[config.mk]
export PLATFORM = sky130hd
export DESIGN_NAME = interrupt_sequencer_flat
export DESIGN_NICKNAME = d
export VERILOG_FILES = /design/src/rtl/interrupt_sequencer_pkg.sv /design/src/rtl/interrupt_sequencer_if.sv /design/src/rtl/interrupt_sequencer.sv /design/src/flat_wrapper.sv
export SDC_FILE = /design/constraint.sdc
export NUM_CORES = 1
export LEC_CHECK = 0
export ABC_AREA = 1
export CORE_MARGIN = 3
export CORE_UTILIZATION = 39
export CTS_BUF_LIST = sky130_fd_sc_hd__clkbuf_4 sky130_fd_sc_hd__clkbuf_8
export DETAILED_ROUTE_END_ITERATION = 8
export PLACE_DENSITY = 0.75
export SETUP_SLACK_MARGIN = 0.05
export SKIP_LAST_GASP = 1
export SYNTH_ARGS = -nofsm -noshare
export SYNTH_HDL_FRONTEND = slang
export SYNTH_SLANG_ARGS = --single-unit
[constraint.sdc]
create_clock -name i_clk -period 1.3 [get_ports i_clk]
set_input_delay 0.13 -clock i_clk [delete_from_list [all_inputs] [get_ports i_clk]]
set_output_delay 0.13 -clock i_clk [all_outputs]
set_load 0.1 [all_outputs]
[src/rtl/interrupt_sequencer_pkg.sv]
// Shared CPU-side definitions for interrupt entry sequencing.
// Holds the sequencer state encoding, the default interrupt vector and
// the default drain depth so fetch and control agree on both.
package interrupt_sequencer_pkg;

  typedef enum logic [2:0] {
    ST_IDLE    = 3'd0,
    ST_DRAIN   = 3'd1,
    ST_PUSH_HI = 3'd2,
    ST_PUSH_LO = 3'd3,
    ST_LOAD_PC = 3'd4,
    ST_ACTIVE  = 3'd5
  } seq_state_t;

  localparam logic [31:0] VECTOR_ADDR_DEFAULT  = 32'h0000_0002;
  localparam int          DRAIN_CYCLES_DEFAULT = 3;
  // Wide enough for DRAIN_CYCLES-1 with DRAIN_CYCLES in 1..7.
  localparam int          CNT_W                = 3;

  // Fetch is held for the whole entry sequence, from drain to vector load.
  function automatic logic is_frozen(input seq_state_t s);
    return (s == ST_DRAIN) || (s == ST_PUSH_HI) ||
           (s == ST_PUSH_LO) || (s == ST_LOAD_PC);
  endfunction

endpackage

[src/rtl/interrupt_sequencer_if.sv]
// Pipeline-side signal bundle of the interrupt sequencer.
// Ports: request/stall/PC/branch/push-ready/RTI inputs to the sequencer,
// freeze/push/PC-load/status outputs from it.
interface interrupt_sequencer_if;

  logic        i_interrupt;
  logic        i_stall;
  logic [31:0] i_pc;
  logic        i_branch_taken;
  logic [31:0] i_branch_target;
  logic        i_push_ready;
  logic        i_rti;

  logic        o_freeze_fetch;
  logic        o_push_valid;
  logic [15:0] o_push_data;
  logic        o_pc_load;
  logic [31:0] o_pc_value;
  logic        o_in_service;
  logic        o_busy;

  // Sequencer side: drives the pipeline control strobes.
  modport master (
    input  i_interrupt, i_stall, i_pc, i_branch_taken, i_branch_target,
           i_push_ready, i_rti,
    output o_freeze_fetch, o_push_valid, o_push_data, o_pc_load,
           o_pc_value, o_in_service, o_busy
  );

  // Pipeline side: supplies status and consumes the control strobes.
  modport slave (
    output i_interrupt, i_stall, i_pc, i_branch_taken, i_branch_target,
           i_push_ready, i_rti,
    input  o_freeze_fetch, o_push_valid, o_push_data, o_pc_load,
           o_pc_value, o_in_service, o_busy
  );

endinterface

[src/rtl/interrupt_sequencer.sv]
// Purpose: latch an interrupt edge, freeze fetch, drain, push the 32-bit
//   resume PC as two 16-bit stack words, load the vector, mask until RTI.
// Latency: edge at N -> DRAIN N+2 .. N+1+DRAIN_CYCLES, then PUSH_HI,
//   PUSH_LO, LOAD_PC on consecutive cycles, ACTIVE after.
// Backpressure: each push word is held stable until i_push_ready; fetch
//   stays frozen for the whole wait.
// Ports: i_clk, i_reset (async active-low), bus (interrupt_sequencer_if.master).
module interrupt_sequencer
  import interrupt_sequencer_pkg::*;
#(
  parameter int          DRAIN_CYCLES = DRAIN_CYCLES_DEFAULT,
  parameter logic [31:0] VECTOR_ADDR  = VECTOR_ADDR_DEFAULT
) (
  input logic                   i_clk,
  input logic                   i_reset,
  interrupt_sequencer_if.master bus
);

  localparam logic [CNT_W-1:0] DRAIN_LOAD = CNT_W'(DRAIN_CYCLES - 1);

  seq_state_t       r_state;
  seq_state_t       w_next_state;
  logic             r_int_d;
  logic             r_pending;
  logic [31:0]      r_saved_pc;
  logic [CNT_W-1:0] r_cnt;
  logic             w_edge;
  logic             w_enter;

  assign w_edge  = bus.i_interrupt & ~r_int_d;
  assign w_enter = (r_state == ST_IDLE) && r_pending && !bus.i_stall;

  // State register.
  always_ff @(posedge i_clk or negedge i_reset) begin
    if (!i_reset) begin
      r_state <= ST_IDLE;
    end else begin
      r_state <= w_next_state;
    end
  end

  // Next-state logic.
  always_comb begin
    w_next_state = r_state;
    case (r_state)
      ST_IDLE:    if (w_enter) w_next_state = ST_DRAIN;
      ST_DRAIN:   if (r_cnt == '0) w_next_state = ST_PUSH_HI;
      ST_PUSH_HI: if (bus.i_push_ready) w_next_state = ST_PUSH_LO;
      ST_PUSH_LO: if (bus.i_push_ready) w_next_state = ST_LOAD_PC;
      ST_LOAD_PC: w_next_state = ST_ACTIVE;
      ST_ACTIVE:  if (bus.i_rti) w_next_state = ST_IDLE;
      default:    w_next_state = ST_IDLE;
    endcase
  end

  // Edge detector, pending flag, resume PC and drain counter.
  always_ff @(posedge i_clk or negedge i_reset) begin
    if (!i_reset) begin
      r_int_d    <= 1'b0;
      r_pending  <= 1'b0;
      r_saved_pc <= '0;
      r_cnt      <= '0;
    end else begin
      r_int_d <= bus.i_interrupt;

      // A fresh edge always wins over the clear at vector load, so a
      // request arriving in that exact cycle is not lost.
      if (w_edge) begin
        r_pending <= 1'b1;
      end else if (r_state == ST_LOAD_PC) begin
        r_pending <= 1'b0;
      end

      if (w_enter) begin
        r_saved_pc <= bus.i_pc;
        r_cnt      <= DRAIN_LOAD;
      end else if (r_state == ST_DRAIN) begin
        // In-flight branches resolving during drain redirect the resume
        // point; the last one to resolve is the real next instruction.
        if (bus.i_branch_taken) begin
          r_saved_pc <= bus.i_branch_target;
        end
        if (r_cnt != '0) begin
          r_cnt <= r_cnt - 1'b1;
        end
      end
    end
  end

  // Outputs decode from registered state only.
  always_comb begin
    bus.o_freeze_fetch = is_frozen(r_state);
    bus.o_push_valid   = 1'b0;
    bus.o_push_data    = '0;
    bus.o_pc_load      = 1'b0;
    bus.o_pc_value     = '0;
    bus.o_in_service   = 1'b0;
    bus.o_busy         = (r_state != ST_IDLE);
    case (r_state)
      ST_PUSH_HI: begin
        bus.o_push_valid = 1'b1;
        bus.o_push_data  = r_saved_pc[31:16];
      end
      ST_PUSH_LO: begin
        bus.o_push_valid = 1'b1;
        bus.o_push_data  = r_saved_pc[15:0];
      end
      ST_LOAD_PC: begin
        bus.o_pc_load  = 1'b1;
        bus.o_pc_value = VECTOR_ADDR;
      end
      ST_ACTIVE: begin
        bus.o_in_service = 1'b1;
      end
      default: begin
      end
    endcase
  end

endmodule
[src/flat_wrapper.sv]
// flat-port wrapper written by rule: the top's interface ports become plain ports
module interrupt_sequencer_flat import interrupt_sequencer_pkg::*;
#(
  parameter int          DRAIN_CYCLES = DRAIN_CYCLES_DEFAULT,
  parameter logic [31:0] VECTOR_ADDR  = VECTOR_ADDR_DEFAULT
)
  (i_clk, i_reset, bus_i_interrupt, bus_i_stall, bus_i_pc, bus_i_branch_taken, bus_i_branch_target, bus_i_push_ready, bus_i_rti, bus_o_freeze_fetch, bus_o_push_valid, bus_o_push_data, bus_o_pc_load, bus_o_pc_value, bus_o_in_service, bus_o_busy);
  interrupt_sequencer_if bus_i ();
  input logic i_clk;
  input logic i_reset;
  input wire logic [$bits(bus_i.i_interrupt)-1:0] bus_i_interrupt;
  input wire logic [$bits(bus_i.i_stall)-1:0] bus_i_stall;
  input wire logic [$bits(bus_i.i_pc)-1:0] bus_i_pc;
  input wire logic [$bits(bus_i.i_branch_taken)-1:0] bus_i_branch_taken;
  input wire logic [$bits(bus_i.i_branch_target)-1:0] bus_i_branch_target;
  input wire logic [$bits(bus_i.i_push_ready)-1:0] bus_i_push_ready;
  input wire logic [$bits(bus_i.i_rti)-1:0] bus_i_rti;
  output wire logic [$bits(bus_i.o_freeze_fetch)-1:0] bus_o_freeze_fetch;
  output wire logic [$bits(bus_i.o_push_valid)-1:0] bus_o_push_valid;
  output wire logic [$bits(bus_i.o_push_data)-1:0] bus_o_push_data;
  output wire logic [$bits(bus_i.o_pc_load)-1:0] bus_o_pc_load;
  output wire logic [$bits(bus_i.o_pc_value)-1:0] bus_o_pc_value;
  output wire logic [$bits(bus_i.o_in_service)-1:0] bus_o_in_service;
  output wire logic [$bits(bus_i.o_busy)-1:0] bus_o_busy;
  assign bus_i.i_interrupt = bus_i_interrupt;
  assign bus_i.i_stall = bus_i_stall;
  assign bus_i.i_pc = bus_i_pc;
  assign bus_i.i_branch_taken = bus_i_branch_taken;
  assign bus_i.i_branch_target = bus_i_branch_target;
  assign bus_i.i_push_ready = bus_i_push_ready;
  assign bus_i.i_rti = bus_i_rti;
  assign bus_o_freeze_fetch = bus_i.o_freeze_fetch;
  assign bus_o_push_valid = bus_i.o_push_valid;
  assign bus_o_push_data = bus_i.o_push_data;
  assign bus_o_pc_load = bus_i.o_pc_load;
  assign bus_o_pc_value = bus_i.o_pc_value;
  assign bus_o_in_service = bus_i.o_in_service;
  assign bus_o_busy = bus_i.o_busy;
  interrupt_sequencer #(.DRAIN_CYCLES(DRAIN_CYCLES), .VECTOR_ADDR(VECTOR_ADDR)) u_core (.i_clk(i_clk), .i_reset(i_reset), .bus(bus_i));
endmodule
# Word-level counts from Yosys, hierarchy flattened
# Index checks and enable logic that the tools add are counted.
# word_totals
reg_bits,40
input_bits,71
# classes
n_reduce_logical,18
bitwise_logic,2
n_eq_ne,10
n_mux,19
add_sub_neg,1
# op_table
cell,count
two-way mux 32 bit,3
one-hot mux 16 bit (2 select lines),1
two-way mux 3 bit,8
one-hot mux 3 bit (6 select lines),1
nonzero test 2 bit,4
== test 3 x 2 -> 1 bit (second input constant),2
== test 3 bit (second input constant),2
zero test 3 bit,2
!= test 2 bit (second input constant),3
nonzero test 3 bit,2
two-way mux 1 bit,5
AND reduction 5 bit,1
!= test 2 x 1 -> 1 bit (second input constant),2
AND reduction 2 bit,2
== test 3 x 1 -> 1 bit (second input constant),1
logical OR 1 bit,3
subtractor 3 x 1 -> 3 bit (second input constant),1
logical AND 1 bit,2
two-way mux 2 bit,1
OR reduction 2 bit,1
bitwise AND 1 bit,1
zero test 1 bit,1
NOT 1 bit,1

# Logic depth before layout (Yosys ltp)
# depth
depth_word,5
ltp_mapped,9
mapped_depth_nobuf,9

# Least setup slack after synthesis
# No wires, ideal clock.
# synth_timing
kind,flip-flop to output port
startpoint,reg u_core.r_state[2]
endpoint,out bus_o_push_data[10]
path_stages_with_launch,5
setup_slack_ps,-1846
path_buffers,1
t_arrival_ps,3016
required_time_ps,1170
path_cell_list,dfrtp_1 > inv_2 > nand3_1 > clkbuf_1 > o21ai_0
# synth_between
elab_chain_len,2
elab_cells_between_ends,3
# synth_lines
item,line_no,text
start: declaration,interrupt_sequencer.sv:21,seq_state_t r_state;
start signal: assignment,interrupt_sequencer.sv:38,r_state <= w_next_state;
== test 3 x 2 -> 1 bit,interrupt_sequencer.sv:99,case (r_state)
one-hot mux 16 bit (2 select lines) *,interrupt_sequencer.sv:99,
end: declaration,flat_wrapper.sv:20,output wire logic [$bits(bus_i.o_push_data)-1:0] bus_o_push_data;
# Every way passes the cells marked *; elsewhere a longest branch is shown, timed or not.

# Final worst setup path
# layout_timing
startpoint,reg u_core.r_state[0]
endpoint,out bus_o_push_data[9]
# Same word-level chain as after synthesis.

==> out/metrics.yaml <==
outcome:
  status: "finished with violations"
  violations: "negative setup slack"
setup_path:
  cp-end-kind: "primary output"
  crit_type: "reg -> out"
  cp-start-kind: "flop"
  cp_data_arrival_time_ns: 1.60
  r2r_setup_slack_ns: -0.32
  r2r_cells: 8
  cp.required_ns: 1.17
  crit_fanout: 17
placement:
  hpwl_um: 5953
  io_buffer_count: 92
  gp_congestion: 0.8394
  place_inst: 617
pwr:
  peakVddDrop_mv: 1.957
  internal_power_w: 0.007155
  p_clk_frac: 0.059
  pwr-share-comb: 0.783
  switching_share: 0.5397
  p_per_area_mw_per_mm2: 2832
  p_leak_nw: 2.730
  seqPwrFrac: 0.158
  power_switching_w: 0.008388
logic_synthesis:
  synth-seq-cells: 40
  synthMuxAreaShare: 0
  synth_xor_area_frac: 0
  synth_top_family_by_area: "simple AND/OR/NAND/NOR gates"
  synth_warnings: 0
  synth_compound_area_frac: 0.03915
  avgSynthCellArea_um2: 6.587
  synthAdderAreaFrac: 0.008897
  ys_types: 19
  syn_area_mm2: 0.002813
  syn-instance-count: 427
  yosys.area_share.simple: 0.3399
  ys_seq_area_frac: 0.3559
global_routing:
  overflow: 0
  grt_usage: 0.2562
  antenna_found_initial: 0
  grt_max_degree: 41
  grt_pass1_wl_um: 16930
  grt_pass1_vias: 3449
sta:
  rsz0062_at_grt: "yes"
  max_freq_ghz: 0.5770
  finalHoldViolations: 0
  fin_crit_ns: 1.733
  worst_slack_ns: -0.4331
  finClkSkew_ns: 0.01564
  finalSetupViolations: 60
  finalCritPeriodShare: 1.333
  slew_violations: 0
floorplan:
  die_area_mm2: 0.008267
  die_w_um: 90.93
  design.core.area_mm2: 0.006907
  ioPinCount: 124
  rows: 30
  start_util: 0.4072
  die_h_um: 90.93
clock_network:
  clock_latency_ns: 0.32
  cts.clk_slew.worst_paths_ns: 0.09
  max-clock-path-buffers: 2
  cts-htree-levels: 2
  clkSinkCount: 40
  numCtsBuffers: 5
  cts_tree: "built"
  root_buffer: "clkbuf_8"
layout:
  final_cells: 661
  fin_util: 0.7946
  antenna_cells: 0
  area_growth_pct: 95.11
  final_nets: 637
  drive_gt1_frac: 0.4000
hold_path:
  hold_path_class: "in -> async"
routing:
  first_pass_iters: 5
  drcViolationCount: 0
  totalWireLength_um: 12620
  vias: 3499
  wl_per_cell_um: 19.09
  via_per_inst: 5.293
  drtAntennaViolNets: 0
  drtIter0Drc: 257
job:
  drv_cap: 0
==> state kept, by name, summed over array words and instances (netlist names) <==
name	flops
u_core.r_pending	1
u_core.r_saved_pc	32
u_core.r_state	3
u_core.r_int_d	1
u_core.r_cnt	3
==> worst max-delay path: stages (launching register included) <==
cell and delay [ns]:
dfrtp_2 0.50, nor2_4 0.15, buf_12 0.17, nand3_1 0.17
o21ai_4 0.12, buf_12 0.19
==> power groups by stage <==
stage	combinational [W]	clock (W)	sequential [W]
floorplan	0.00561	0	0.00217
global placement	0.00825	0	0.00228
detailed placement	0.00838	0	0.00230
CTS	0.0107	0.000881	0.00231
global route	0.0126	0.000976	0.00249
finish	0.0122	0.000920	0.00246
==> per-layer routing <==
| layer | vias to the layer above | share of wire | track usage |
|---|---|---|---|
| met5 | - | 0 | 0 |
| met4 | 0 | 0.065 | 0.1118 |
| met3 | 87 | 0.074 | 0.05917 |
| met2 | 246 | 0.50 | 0.4525 |
| met1 | 1656 | 0.37 | 0.2933 |
| li1 | 1510 | - | - |
==> path summary, 6_finish.rpt <==
check / from / endpoint
max: u_core.r_state[0]$_DFFE_PN0P_ / bus_o_push_data[9]
min: i_reset / u_core.r_saved_pc[31]$_DFFE_PN0P_
max reg2reg: u_core.r_state[1]$_DFFE_PN0P_ / u_core.r_saved_pc[14]$_DFFE_PN0P_
min reg2reg: u_core.r_int_d$_DFF_PN0_ / u_core.r_pending$_DFFE_PN0P_
max in group asynchronous: i_reset / u_core.r_state[0]$_DFFE_PN0P_
min in group i_clk: bus_i_interrupt / u_core.r_int_d$_DFF_PN0_
==> final cells by class <==
type                            count  area, µm²
Tap cell                           96      120.1
Inverter                           95      371.6
Timing Repair Buffer              153       1967
Clock inverter                      2      10.01
Sequential cell                    40       1005
Multi-Input combinational cell    269       1932
Clock buffer                        6      82.58
Fill cell                         401       1419
==> per-stage QoR <==
| step | total power (W) | cell area (µm²) | TNS (ns) | hold WS (ns) | worst slack [ns] |
|---|---|---|---|---|---|
| 2_1_floorplan | 0.007779 | 3067 | -20.33 | -0.1656 | -0.5609 |
| 3_3_place_gp | 0.01053 | 4208 | -6.373 | 0.1218 | -0.1649 |
| 3_5_place_dp | 0.01067 | 4208 | -8.206 | 0.1135 | -0.2220 |
| 4_1_cts | 0.01387 | 5135 | -15.26 | 0.3139 | -0.3728 |
| 5_1_grt | 0.01610 | 5488 | -22.09 | 0.3066 | -0.4961 |
| 6_report | 0.01554 | 5488 | -18.06 | 0.3061 | -0.4331 |
==> synthesized netlist by cell type <==
cell type	number	share of area
nor2_1	5	0.0067
ha_1	2	0.0089
buf_1	1	0.0013
buf_6	3	0.012
buf_4	34	0.091
nand4_2	2	0.0089
nor2_2	1	0.0022
buf_2	9	0.016
inv_1	93	0.12
nand2_1	113	0.15
nor2_4	2	0.0080
inv_2	2	0.0027
a21oi_1	1	0.0018
nand4_1	3	0.0067
conb_1	1	0.0013
o21ai_0	21	0.037
nand3_1	88	0.16
clkbuf_1	6	0.0080
dfrtp_1	40	0.36
==> logic make-up (layout without fill, tap and decap cells) <==
logic type / after synthesis / count (layout)
flops: 40 / 40
other cells: 1 / 31
compound gates: 22 / 22
simple gates: 214 / 214
fa+ha+maj: 2 / 2
buf+inv: 148 / 256
==> placed cells by master (no fill, tap or decap), types with 2 or more instances in the layout <==
cell             instances
nor2_1                   3
clkbuf_8                 6
conb_1                  31
nand4_1                  3
nand3_4                  9
ha_4                     2
o21ai_1                  3
buf_12                  36
clkdlybuf4s50_1         69
clkbuf_16                2
inv_1                   86
buf_8                    3
buf_16                   5
nand2_4                 15
nand3_2                 41
nor2_4                   5
clkinv_2                 2
o21ai_4                 11
inv_2                    5
dfrtp_1                 37
o21ai_2                  6
nand2_2                 31
nand3_1                 38
nand2_1                 66
dfrtp_2                  3
buf_4                   26
clkinvlp_4               2
buf_6                   10
==> repair_timing <==
item,4_1_cts,5_1_grt
gates cloned,7,3
buffers inserted,19,10
endpoints found under the setup margin,60,60
pin swaps,30,39
endpoints found under the hold margin,40,0
hold buffers,1,0
gates resized for setup,115,64
Note: power is estimated with default switching activity, not from simulation.
